`config.mk`:
```
export PLATFORM = sky130hd
export DESIGN_NAME = seq_match_monitor
export DESIGN_NICKNAME = d
export VERILOG_FILES = /design/src/rtl/seq_mon_pkg.sv /design/src/rtl/sat_counter.sv /design/src/rtl/seq_match_monitor.sv
export SDC_FILE = /design/constraint.sdc
export NUM_CORES = 1
export LEC_CHECK = 0
export BUFFER_PORTS_ARGS = -buffer_cell sky130_fd_sc_hd__buf_4
export CAP_MARGIN = 20
export CORE_ASPECT_RATIO = 1.25
export CORE_UTILIZATION = 30
export CTS_CLUSTER_DIAMETER = 60
export CTS_CLUSTER_SIZE = 25
export DETAILED_ROUTE_END_ITERATION = 10
export PLACE_DENSITY = 0.5
export REMOVE_ABC_BUFFERS = 1
export SLEW_MARGIN = 15
export SYNTH_ARGS = -nofsm -noshare
export SYNTH_HDL_FRONTEND = slang
export SYNTH_SLANG_ARGS = --single-unit
```
`constraint.sdc`:
```
create_clock -name i_clk -period 4.3 [get_ports i_clk]
set_clock_uncertainty 0.2 [all_clocks]
set_input_delay 0.86 -clock i_clk [delete_from_list [all_inputs] [get_ports i_clk]]
set_output_delay 0.86 -clock i_clk [all_outputs]
set_load 0.005 [all_outputs]
```
`src/rtl/seq_mon_pkg.sv`:
```
// Shared types and constants for the 1101 match monitor.
// Holds the FSM state encoding and default widths.
package seq_mon_pkg;

    localparam int CNT_W_DEF = 8;
    localparam int WIN_W_DEF = 8;

    localparam logic [CNT_W_DEF-1:0] CNT_MAX = '1;
    localparam logic [WIN_W_DEF-1:0] WIN_MAX = '1;

    typedef enum logic [1:0] {
        IDLE  = 2'd0,
        RUN   = 2'd1,
        ALARM = 2'd2
    } state_t;

endpackage

```
`src/rtl/sat_counter.sv`:
```
// Saturating up-counter with hard reset, soft clear and load-zero.
// Priority: reset/clear, then load-zero, then increment.
module sat_counter #(
    parameter int W = 8
) (
    input  logic         i_clk,
    input  logic         i_rst,
    input  logic         i_clr,
    input  logic         i_load0,
    input  logic         i_inc,
    output logic [W-1:0] o_q
);

    localparam logic [W-1:0] MAX = '1;

    logic [W-1:0] r_q;

    // Count up, sticking at all-ones.
    always_ff @(posedge i_clk) begin
        if (i_rst || i_clr) begin
            r_q <= '0;
        end else if (i_load0) begin
            r_q <= '0;
        end else if (i_inc && (r_q != MAX)) begin
            r_q <= r_q + W'(1);
        end
    end

    assign o_q = r_q;

endmodule

```
`src/rtl/seq_match_monitor.sv`:
```
// Windowed match counter and sticky alarm fed by the 1101 detector.
// Also tracks lifetime matches and the gap between the last two.
module seq_match_monitor
    import seq_mon_pkg::*;
#(
    parameter int CNT_W = CNT_W_DEF,
    parameter int WIN_W = WIN_W_DEF
) (
    input  logic             i_clk,
    input  logic             i_rst,
    input  logic             i_en,
    input  logic             i_z,
    input  logic             i_clr,
    input  logic [WIN_W-1:0] i_win_len,
    input  logic [CNT_W-1:0] i_thresh,
    output logic [CNT_W-1:0] o_total_cnt,
    output logic [CNT_W-1:0] o_win_cnt,
    output logic [CNT_W-1:0] o_last_win_cnt,
    output logic             o_win_done,
    output logic [WIN_W-1:0] o_last_gap,
    output logic             o_gap_valid,
    output logic             o_alarm
);

    localparam logic [CNT_W-1:0] C_MAX = '1;
    localparam logic [WIN_W-1:0] W_MAX = '1;

    state_t           r_state;
    state_t           w_next;
    logic [WIN_W-1:0] r_win_len_q;
    logic [CNT_W-1:0] r_last_win_cnt;
    logic             r_win_done;
    logic [WIN_W-1:0] r_last_gap;
    logic             r_gap_valid;
    logic             r_armed;

    logic [CNT_W-1:0] w_total_cnt;
    logic [CNT_W-1:0] w_win_cnt;
    logic [WIN_W-1:0] w_gap_ctr;
    logic [WIN_W-1:0] w_win_pos;

    logic             w_match;
    logic             w_start;
    logic             w_active;
    logic             w_cnt_match;
    logic             w_close;
    logic [CNT_W-1:0] w_final;
    logic             w_alarm_hit;
    logic [WIN_W-1:0] w_gap_next;
    logic             w_alarm;

    // A zero latched length parks the window logic (only reachable in ALARM).
    assign w_match     = i_en && i_z;
    assign w_start     = i_en && (r_state == IDLE) && (i_win_len != '0);
    assign w_active    = i_en && (r_state != IDLE) && (r_win_len_q != '0);
    assign w_cnt_match = w_active && i_z;
    assign w_close     = w_active
                         && (w_win_pos == r_win_len_q - WIN_W'(1));

    assign w_final = (w_cnt_match && (w_win_cnt != C_MAX))
                     ? w_win_cnt + CNT_W'(1) : w_win_cnt;
    assign w_alarm_hit = (i_thresh != '0) && (w_final >= i_thresh);

    assign w_gap_next = (w_gap_ctr == W_MAX)
                        ? w_gap_ctr : w_gap_ctr + WIN_W'(1);

    sat_counter #(.W(CNT_W)) u_total (
        .i_clk   (i_clk),
        .i_rst   (i_rst),
        .i_clr   (i_clr),
        .i_load0 (1'b0),
        .i_inc   (w_cnt_match),
        .o_q     (w_total_cnt)
    );

    sat_counter #(.W(CNT_W)) u_win_cnt (
        .i_clk   (i_clk),
        .i_rst   (i_rst),
        .i_clr   (i_clr),
        .i_load0 (w_close),
        .i_inc   (w_cnt_match),
        .o_q     (w_win_cnt)
    );

    sat_counter #(.W(WIN_W)) u_gap (
        .i_clk   (i_clk),
        .i_rst   (i_rst),
        .i_clr   (i_clr),
        .i_load0 (w_match),
        .i_inc   (i_en && r_armed),
        .o_q     (w_gap_ctr)
    );

    sat_counter #(.W(WIN_W)) u_win_pos (
        .i_clk   (i_clk),
        .i_rst   (i_rst),
        .i_clr   (i_clr),
        .i_load0 (w_close || w_start),
        .i_inc   (w_active),
        .o_q     (w_win_pos)
    );

    // State register.
    always_ff @(posedge i_clk) begin
        if (i_rst || i_clr) begin
            r_state <= IDLE;
        end else begin
            r_state <= w_next;
        end
    end

    // Next-state logic: windows close into ALARM, IDLE or RUN.
    always_comb begin
        w_next = r_state;
        unique case (r_state)
            IDLE: begin
                if (w_start) begin
                    w_next = RUN;
                end
            end
            RUN: begin
                if (w_close) begin
                    if (w_alarm_hit) begin
                        w_next = ALARM;
                    end else if (i_win_len == '0) begin
                        w_next = IDLE;
                    end
                end
            end
            ALARM: begin
                w_next = ALARM;
            end
            default: begin
                w_next = IDLE;
            end
        endcase
    end

    // Output decode: alarm follows the registered state.
    always_comb begin
        w_alarm = 1'b0;
        if (r_state == ALARM) begin
            w_alarm = 1'b1;
        end
    end

    // Window length latch, closed-window result and done pulse.
    always_ff @(posedge i_clk) begin
        if (i_rst || i_clr) begin
            r_win_len_q    <= '0;
            r_last_win_cnt <= '0;
            r_win_done     <= 1'b0;
        end else begin
            r_win_done <= w_close;
            if (w_start || w_close) begin
                r_win_len_q <= i_win_len;
            end
            if (w_close) begin
                r_last_win_cnt <= w_final;
            end
        end
    end

    // Gap capture: first match only arms, later ones record the gap.
    always_ff @(posedge i_clk) begin
        if (i_rst || i_clr) begin
            r_armed     <= 1'b0;
            r_gap_valid <= 1'b0;
            r_last_gap  <= '0;
        end else if (w_match) begin
            r_armed <= 1'b1;
            if (r_armed) begin
                r_last_gap  <= w_gap_next;
                r_gap_valid <= 1'b1;
            end
        end
    end

    assign o_total_cnt    = w_total_cnt;
    assign o_win_cnt      = w_win_cnt;
    assign o_last_win_cnt = r_last_win_cnt;
    assign o_win_done     = r_win_done;
    assign o_last_gap     = r_last_gap;
    assign o_gap_valid    = r_gap_valid;
    assign o_alarm        = w_alarm;

endmodule

```
* After elaboration in Yosys (flattened, before gate mapping) *
Cells that the tools add are included.

cells by class
  $add $sub $neg = 5
  $lt $le $gt $ge = 1
  equal/unequal tests = 11
  muxes and demuxes = 8
  reduce and logical (&&, ||, !) cells = 26

operators with widths
  operator               count
  $add A8 B1 Y8 const B  4
  $ne A8 B8 Y1 const B   4
  $reduce_bool A8 Y1     3
  $mux W8                2
  $logic_and A1 B1 Y1    13
  $eq A8 B8 Y1           1
  $eq A8 B8 Y1 const B   1
  $ge A8 B8 Y1           1
  $logic_not A8 Y1       1
  $mux W2                4
  $sub A8 B1 Y8 const B  1
  $pmux W2 S3            1
  $reduce_or A2 Y1       3
  $ne A2 B2 Y1 const B   2
  $ne A3 B3 Y1 const B   1
  $reduce_and A3 Y1      1
  $eq A2 B1 Y1 const B   1
  $eq A2 B2 Y1 const B   1
  $logic_not A2 Y1       1
  $logic_or A1 B1 Y1     2
  $reduce_and A2 Y1      1
  $reduce_bool A2 Y1     1
  $mux W1                1

storage, ports and cells
  flip-flop bits (word level) = 61
  output and inout bits = 35

* Logic depth before layout (Yosys ltp) *
Gate-level depths: netlist of the first run.

  depth in word-level cells = 11
  depth in mapped cells = 16

* Modules after synthesis *
A second synthesis of the first run with hierarchy kept.

unflattened totals
  cell total of the unflattened synthesis = 429
  area, all modules = 3575.9 µm²

modules (own cells, without submodules)
  module             instances  cells each  area each (µm²)  seq. area each (µm²)
  seq_match_monitor  1          245         1919.3           580.6
  sat_counter        4          46          414.1            160.2

* Worst setup path before layout of the first run *
Ideal clock, no wire load.

  path type = input to register
  start = input port i_z
  end = register r_state[0]
  library setup time = 132 ps
  arrival = 3155 ps
  data required time = 3968 ps
  path slack = 812 ps
  stages = 14
  buffers on the path = 0
  cells stage by stage = nand2_1 > a211o_1 > a31oi_1 > and3_1 > nand2_1 > xor2_1 > inv_1 > ha_1 > o21ai_0 > a21oi_1 > o21ai_0 > a221o_1 > a31oi_1 > a21oi_1

on the way
  longest elaborated chain between the ends = 8
  elaborated cells on any way between the ends = 10
  classes of those cells = order compare: 1; eq/ne: 1; mux: 4; reduce/logical: 4

ends and longest elaborated chain
  what                   RTL line                  text
  from (decl)            seq_match_monitor.sv:12   input logic i_z,
  $logic_and A1 B1 Y1 *  seq_match_monitor.sv:56   assign w_cnt_match = w_active && i_z;
  $logic_and A1 B1 Y1 *  seq_match_monitor.sv:60   assign w_final = (w_cnt_match && (w_win_cnt != C_MAX))
  $mux W8 *              n/a
  named net w_final[3]   seq_match_monitor.sv:47   logic [CNT_W-1:0] w_final;
  $ge A8 B8 Y1 *         seq_match_monitor.sv:62   assign w_alarm_hit = (i_thresh != '0) && (w_final >= i_thresh);
  $logic_and A1 B1 Y1 *  seq_match_monitor.sv:62
  $mux W2                seq_match_monitor.sv:123  if (w_alarm_hit) begin
  $mux W2                seq_match_monitor.sv:122  if (w_close) begin
  $pmux W2 S3            seq_match_monitor.sv:115  unique case (r_state)
  to (signal assigned)   seq_match_monitor.sv:108  r_state <= w_next;
  to (decl)              seq_match_monitor.sv:28   state_t r_state;

Mark *: on every way through the listed nets, which the timed path passes. The rest lies on a longest branch. The select of a mux whose other input is x is not followed.
A chain may end at the register's enable or synchronous reset.

* Worst setup path after layout of the first run *
  start = register r_win_len_q[0]
  end = register r_state[0]

on the way
  longest elaborated chain between the ends = 10
  elaborated cells on any way between the ends = 16
  classes of those cells = add/sub: 1; order compare: 1; eq/ne: 3; mux: 4; reduce/logical: 7

ends and longest elaborated chain
  what                    RTL line                  text
  from (decl)             seq_match_monitor.sv:30   logic [WIN_W-1:0] r_win_len_q;
  from (signal assigned)  seq_match_monitor.sv:156  r_win_len_q <= i_win_len;
  $reduce_bool A8 Y1 *    seq_match_monitor.sv:55   assign w_active = i_en && (r_state != IDLE) && (r_win_len_q != '0);
  $logic_and A1 B1 Y1 *   seq_match_monitor.sv:55
  $logic_and A1 B1 Y1 *   seq_match_monitor.sv:56
  $logic_and A1 B1 Y1 *   seq_match_monitor.sv:60
  $mux W8 *               n/a
  named net w_final[3]    seq_match_monitor.sv:47
  $ge A8 B8 Y1 *          seq_match_monitor.sv:62
  $logic_and A1 B1 Y1 *   seq_match_monitor.sv:62
  $mux W2                 seq_match_monitor.sv:123
  $mux W2                 seq_match_monitor.sv:122
  $pmux W2 S3             seq_match_monitor.sv:115

Marked as above.

==> out/summary.md, run 1 <==
Dividing the final minimum period by the clock period gives 85.4%. Global routing finished with a remaining overflow of 0. The worst hold path passes through 2 cells.

The synthesized netlist devotes 13.0% of its cell area to compound gates. The floorplan has 41 rows. Relative to the synthesized area, the layout overhead comes to 27.0%.

Setup repair after global routing left no endpoint under its margin. In this run the remaining antenna-violating nets after routing total 0. The number of max-slew violations in the final report is 0, and the register bit total from synthesis is 61.

The antenna cell count was 0. Setup violations remaining at the end of the flow were counted as 0. Number of different library cells in the post-synthesis netlist: 45. The logs give 364 for the count of mapped cells out of synthesis and 0.00172 mm² for the area used by multi-input combinational logic.

The type of the tightest min-delay check is reg2reg. The clock period could shrink to 3670 ps. The floorplan step set the die width to 92.7 µm. The detailed router placed 2,696 vias in this run. The most common cell in the synthesized netlist is sky130_fd_sc_hd__dfxtp_1. After clock tree synthesis, the flow added hold-fix buffers numbering 0. Based on the critical path, the design can be clocked at up to 0.272 GHz. The number of clock sinks seen by CTS was 61. Of the total synthesized cell area, the portion taken by full adders, half adders and majority gates is 5.28%. After legalization and detailed placement, the total HPWL measured 5430 µm. The cell area after layout is 0.00391 mm².

The floorplan step set the die height to 115 µm. The via density per instance is 4.86. The logs give 0.00161 µW for the leakage power summed over all cells and 320 ps for the clock latency of the later-clocked register in the worst-skew pair. The first global-routing pass estimated 12,500 µm of wire. The number of enable flip-flop cells after synthesis was 0; the number of buffers on the longest clock path was 2. The congestion estimate from routability-driven global placement came to 0.777. The logs give 0 for the count of buffers added by post-CTS timing repair for setup and 0.0101 mm² for the standard cell core area. The run gives 0.00308 mm² as the post-synthesis instance area.

TritonCTS built the clock tree. The worst setup path is launched from a register. The clock input transition at the sequential cells of the worst setup and hold paths came out at 50 ps. Along the worst path, the maximum fanout reaches 6. The initial utilization of the core area, before any placement, comes to 30.6%.

The number of clock buffers added by TritonCTS is 9. Across the run, the number of max-cap violations was 0. The number of antenna violations at the first check in global routing came out at 0.

After the last flow step, the layout net total stands at 455. The synthesized design devotes to its leading area cell type 39.6% of total area. STA classifies the critical path endpoint as a register. After Yosys synthesis, and, or, nand and nor cells account for 23.8% of the synthesized area. The biggest area contributor in the post-synthesis netlist is sky130_fd_sc_hd__dfxtp_1. Measured in cells, the most critical reg-to-reg path has a length of 17. The slew at the pin with the worst max-slew slack works out to 641 ps.

The commonest cells after synthesis are 61 x sky130_fd_sc_hd__dfxtp_1, 37 x sky130_fd_sc_hd__nor2_1, 27 x sky130_fd_sc_hd__nand2_1, 25 x sky130_fd_sc_hd__nand3_1, 24 x sky130_fd_sc_hd__xor2_1. Area of the die: 0.0107 mm². Wires add up to 7350 µm. The worst setup slack for register-to-register paths is 630 ps, and the minimum setup slack in the final design is 626 ps. Sorting the synthesized cells by area gives the leading types as sky130_fd_sc_hd__dfxtp_1 40%, sky130_fd_sc_hd__xor2_1 6.8%, sky130_fd_sc_hd__xnor2_1 5.4%. During I/O placement, the number of pins put on the boundary was 56.

The share of synthesized flip-flops with an asynchronous set or reset works out to 0%. The number of filler instances in the final layout is 1,078. The logs give 0.00362 mm² for the total placed instance area and 0 for the number of warning messages in the yosys log.

The fraction of synthesized cell area in xor and xnor cells works out to 12.2%. The tree is rooted in a sky130_fd_sc_hd__clkbuf_16. The run finished with clean final reports.

After routing, the total negative slack on setup checks comes to 0 ps. The average detailed-routed wire length per instance was 13.2 µm. In this run the tightest slew margin relative to its limit is 57.2%. The storage element area came out at 0.00122 mm². STA puts the critical path data required time at 4300 ps. After the first detailed-routing iteration, the DRC count stood at 103. Dominant combinational cell family by area after synthesis: simple AND/OR/NAND/NOR gates. After detailed routing, the number of remaining DRC violations is 0. Across every metal layer, demand over resource in global routing totals 14.9%. The worst-case IR drop observed on VDD is 0.177 mV. The multiplexer fraction of the synthesized cell area works out to 1.62%.

The number of global-route vias before repair came out at 2,675. The share of final-layout standard cells stronger than drive strength 1 was 20.0%; the count of instances resized after the clock tree is built was 0. For the worst setup path, the data arrival time is 3670 ps.

The first detailed-routing pass took 4 iterations. The number of levels the H-tree was split into was 3. Prior to clock tree synthesis, the placed netlist has a worst setup slack of 482 ps. In the synthesized netlist the dominant register cell turns out to be sky130_fd_sc_hd__dfxtp_1.

Port buffer count: 55. Entering global routing, the biggest net connects 23 pins. The sequential fraction of the synthesis area was 39.6%. The critical path is of the reg2reg type.

The count of endpoints failing hold in the final timing report was 0; the post-synthesis average cell area was 8.47 µm². Dividing total power by cell area gives a power density of 348 mW/mm².
[critical path, stage by stage, from the launching register on]
cell                      delay (ps)
sky130_fd_sc_hd__dfxtp_1         400
sky130_fd_sc_hd__inv_1            70
sky130_fd_sc_hd__ha_1            260
sky130_fd_sc_hd__nor4b_2         210
sky130_fd_sc_hd__a211o_1         340
sky130_fd_sc_hd__a31oi_1         160
sky130_fd_sc_hd__buf_4           170
sky130_fd_sc_hd__and3_1          210
sky130_fd_sc_hd__nand2_1          80
sky130_fd_sc_hd__xor2_1          230
sky130_fd_sc_hd__inv_1            80
sky130_fd_sc_hd__ha_1            270
sky130_fd_sc_hd__o21ai_0          70
sky130_fd_sc_hd__a21oi_1         110
sky130_fd_sc_hd__o21ai_0          90
sky130_fd_sc_hd__a221o_1         340
sky130_fd_sc_hd__a31oi_1         180
sky130_fd_sc_hd__a21oi_1          90
[flip-flops by register name (all words and copies together), names as in the netlist]
| register | flops |
|---|---|
| u_total.o_q | 8 |
| r_armed | 1 |
| u_win_cnt.o_q | 8 |
| r_state | 2 |
| o_last_gap | 8 |
| u_win_pos.o_q | 8 |
| o_win_done | 1 |
| u_gap.o_q | 8 |
| o_last_win_cnt | 8 |
| o_gap_valid | 1 |
| r_win_len_q | 8 |
[per-stage QoR]
stage / power (µW) / cells / utilization, % / hold WS, ps
global route: 1410 / 555 / 38.9 / 287
floorplan: 634 / 352 / - / 248
CTS: 1380 / 555 / 38.9 / 267
finish: 1360 / 555 / 38.9 / 261
global placement: 666 / 539 / 36.0 / 251
detailed placement: 667 / 539 / 36.0 / 256
[placed cells by master (no fill, tap or decap), drive strengths merged, types with 14 or more instances in the layout]
cell type,n
a21oi,16
and3,14
buf,58
dfxtp,61
inv,21
nand2,29
nand3,25
nor2,37
o21ai,26
xnor2,19
xor2,24
[logic make-up after synthesis]
group	count (synthesis)
muxes	5
DFF	61
xor gates and xnor gates	43
adders and majority gates	13
buffers and inverters	33
and+or+nand+nor	143
AOI/OAI and AO/OA	66
[power breakdown]
group / switching (µW) / internal [µW]
logic: 43.4 / 35.6
registers: 5.39 / 570
clock network: 247 / 460
total: 295 / 1070
[routing by layer]
metal  wire length [µm]  track usage [%]  share of wire, %  vias up
met4                123             6.15               1.7        0
met3                199             3.57               2.7       11
li1                   -                -                 -     1379
met1               3280             16.9                45     1268
met2               3740             26.6                51       38
met5                  0                0                 0        -
[final cells by class]
type	instances	area share, %
Multi-Input combinational cell	270	44.1
Sequential cell	61	31.2
Timing Repair Buffer	58	11.1
Clock buffer	11	6.20
Tap cell	129	4.12
Inverter	21	2.01
Clock inverter	5	1.28
[path summary, 6_finish.rpt]
path                                                   from                         end
worst max-delay path            r_win_len_q[0]$_SDFFE_PP0P_     r_state[0]$_SDFFE_PP0P_
worst min-delay path             o_last_gap[0]$_SDFFE_PP0P_  o_last_gap[0]$_SDFFE_PP0P_
worst max register to register  r_win_len_q[0]$_SDFFE_PP0P_     r_state[0]$_SDFFE_PP0P_
worst min register to register   o_last_gap[0]$_SDFFE_PP0P_  o_last_gap[0]$_SDFFE_PP0P_
No activity file was read; power rests on OpenSTA's default activity.
==> run 2, diff against run 1 <==
- CTS_BUF_LIST: unset -> sky130_fd_sc_hd__clkbuf_4 sky130_fd_sc_hd__clkbuf_8
==> out/summary.md, run 2 (same netlist as run 1, synthesis figures left out) <==
In the routed design, unresolved DRC markers number 0. The worst path needs 3680 ps of the cycle, external delays included. Clock-pin slew was measured on the worst setup and hold paths at 70 ps. The count of instances resized after the clock tree is built is 0. Setup repair after global routing left no endpoint under its margin. The logs give 1,088 for the number of filler instances in the final layout and 4320 ps for the required time of the critical path.

The kind of start point of the critical path is a register. For this design the static power due to leakage is 0.00157 µW. The count of buffers added by post-CTS timing repair for setup is 0, and the largest fanout on the critical path is 6. The tools report the count of endpoints failing hold in the final timing report as 0. The number of max-slew violations in the final report was 0. Type of the tightest min-delay check: reg2reg.

The global routing stage identified its most utilized layer as met2. Broken down by cell family, the worst path's largest delay share belongs to compound AO/OA/AOI/OAI gates. The number of antenna diodes in the final layout is 0. Global-route usage over all layers: 14.9%. Before antenna repair, the detailed router went through 4 iterations. In the routed layout, each cell is associated on average with a via count of 4.81. The floorplan step defined a die boundary enclosing 0.0107 mm². CTS placed an instance of sky130_fd_sc_hd__clkbuf_8 at the clock tree root. Setup violations remaining at the end of the flow were counted as 0. Average detailed-routed wire length per instance: 13.2 µm. After the first detailed-routing iteration, the DRC count stood at 107. The number of hold buffers added after CTS was 0. The standard cell core area was 0.0101 mm²; the delay contributed by the slowest stage of the critical path was 410 ps.

Port buffering added 55 buffers. Data arrives at the worst endpoint at 3690 ps. The number of buffer and inverter instances along the worst setup path was 3.

Before CTS, the worst setup slack after placement is 482 ps. The slowest stage cell on the critical path was sky130_fd_sc_hd__dfxtp_1. The tool flagged a number of max-cap violations equal to 0. The overall routed net length was 7320 µm; the slew at the pin with the worst max-slew slack was 640 ps. The run finished with clean final reports.

From synthesis to final layout, the design area changed by 23.8%. Setup slack closes at 625 ps. The die boundary height is 115 µm. The routed layout has 2,669 vias.

The maximum number of pins on one net before global-route repair came out at 23. Routability-driven placement finished with a final weighted congestion of 0.777. The initialized floorplan defines 41 standard-cell rows. The top cell types in the final layout, fill and taps aside, are 61 x sky130_fd_sc_hd__dfxtp_1, 58 x sky130_fd_sc_hd__buf_4, 37 x sky130_fd_sc_hd__nor2_1, 27 x sky130_fd_sc_hd__nand2_1, 25 x sky130_fd_sc_hd__nand3_1.

Clock tree synthesis inserted a total of 9 buffers. During I/O placement, the number of pins put on the boundary was 56. Counting along the longest clock path gives a buffer depth of 2. Summed over all layers, the global routing overflow is 0.

Headroom to the max-slew limit came out at 57.3%. The run gives 539 as the placed instance count. Once detailed placement completed, the half-perimeter wirelength came to 5430 µm. The starting density of the core was 30.6%; the maximum ir drop on the vdd rail was 0.163 mV. The later pin in the worst-skew pair is clocked with a latency of 340 ps.

The run gives 2,673 as the number of global-route vias before repair. TritonCTS built the clock tree. For this run, global-route usage on met1 was measured as 16.8%.

The run gives 0.272 GHz as the fmax. The ratio of final minimum period to clock period was 85.5%. The first global-routing pass estimated 12,400 µm of wire.

The signal on the critical path passes through inv_1, ha_1, nor4b_2, a211o_1, a31oi_1, buf_4, and3_1, nand2_1, xor2_1, inv_1, ha_1, o21ai_0, a21oi_1, o21ai_0, a221o_1, a31oi_1, a21oi_1. The library cell used most frequently in the layout, excluding fill and tap cells, is sky130_fd_sc_hd__dfxtp_1. The finished layout holds 555 standard cells, fillers aside. The run gives 0 as the number of antenna violations at the first check in global routing. The worst setup path is captured at a register. The number of nets still failing antenna checks after routing came out at 0. Hold is met by 263 ps.

The final layout contains 455 nets. The share of final-layout standard cells stronger than drive strength 1 works out to 20.2%. The number of clock sinks seen by CTS was 61. Fraction of met3 tracks used by global routing: 4.37%. From left edge to right edge, the die measures 92.7 µm. The clock tree synthesis step divided the H-tree into 3 levels. The critical setup path kind is reg2reg.

In the global route stage, met2 resource usage came out at 26.7%. Dividing total power by cell area gives a power density of 305 mW/mm². After routing, the total negative slack on setup checks comes to 0 ps.
==> run 2: final timing paths <==
path,start,endpoint,slack (ps),depth (start not counted)
worst max-delay path,r_win_len_q[0]$_SDFFE_PP0P_,r_state[0]$_SDFFE_PP0P_,620,17
worst min-delay path,o_last_gap[0]$_SDFFE_PP0P_,o_last_gap[0]$_SDFFE_PP0P_,260,2
worst max register to register,r_win_len_q[0]$_SDFFE_PP0P_,r_state[0]$_SDFFE_PP0P_,620,17
worst min register to register,o_last_gap[0]$_SDFFE_PP0P_,o_last_gap[0]$_SDFFE_PP0P_,260,2
==> run 2: worst reg2reg max path, cell delays in order, from the launching register on <==
cell                      delay (ps)
sky130_fd_sc_hd__dfxtp_1         410
sky130_fd_sc_hd__inv_1            70
sky130_fd_sc_hd__ha_1            260
sky130_fd_sc_hd__nor4b_2         210
sky130_fd_sc_hd__a211o_1         340
sky130_fd_sc_hd__a31oi_1         160
sky130_fd_sc_hd__buf_4           170
sky130_fd_sc_hd__and3_1          210
sky130_fd_sc_hd__nand2_1          80
sky130_fd_sc_hd__xor2_1          240
sky130_fd_sc_hd__inv_1            80
sky130_fd_sc_hd__ha_1            270
sky130_fd_sc_hd__o21ai_0          70
sky130_fd_sc_hd__a21oi_1         110
sky130_fd_sc_hd__o21ai_0          90
sky130_fd_sc_hd__a221o_1         340
sky130_fd_sc_hd__a31oi_1         170
sky130_fd_sc_hd__a21oi_1          90
==> run 2: area by class of cell <==
| cell class | instances | area [µm²] | share of cell area, % |
|---|---|---|---|
| inverters | 21 | 78.8 | 2.07 |
| multi-input cells | 270 | 1720 | 45.2 |
| well taps | 129 | 161 | 4.23 |
| clock buffers | 11 | 145 | 3.80 |
| flip-flops and latches | 61 | 1220 | 32.0 |
| repair buffers | 58 | 435 | 11.4 |
| clock inverters | 5 | 50.0 | 1.31 |
==> run 2: metrics by stage <==
| step | power, µW | utilization (%) | instance area, µm² |
|---|---|---|---|
| floorplan | 634 | - | 3020 |
| global placement | 666 | 36.0 | 3620 |
| detailed placement | 667 | 36.0 | 3620 |
| CTS | 1180 | 38.0 | 3820 |
| global route | 1220 | 38.0 | 3820 |
| finish | 1160 | 38.0 | 3820 |
==> run 2: where the power goes <==
| group | switching (µW) | internal (µW) |
|---|---|---|
| combinational | 43.2 | 35.6 |
| sequential | 5.38 | 569 |
| clock | 224 | 286 |
| total | 273 | 890 |
==> run 2: layer usage <==
metal	vias to the layer above	wire (µm)
met5	-	0
li1	1374	-
met3	10	254
met2	33	3750
met1	1252	3210
met4	0	110
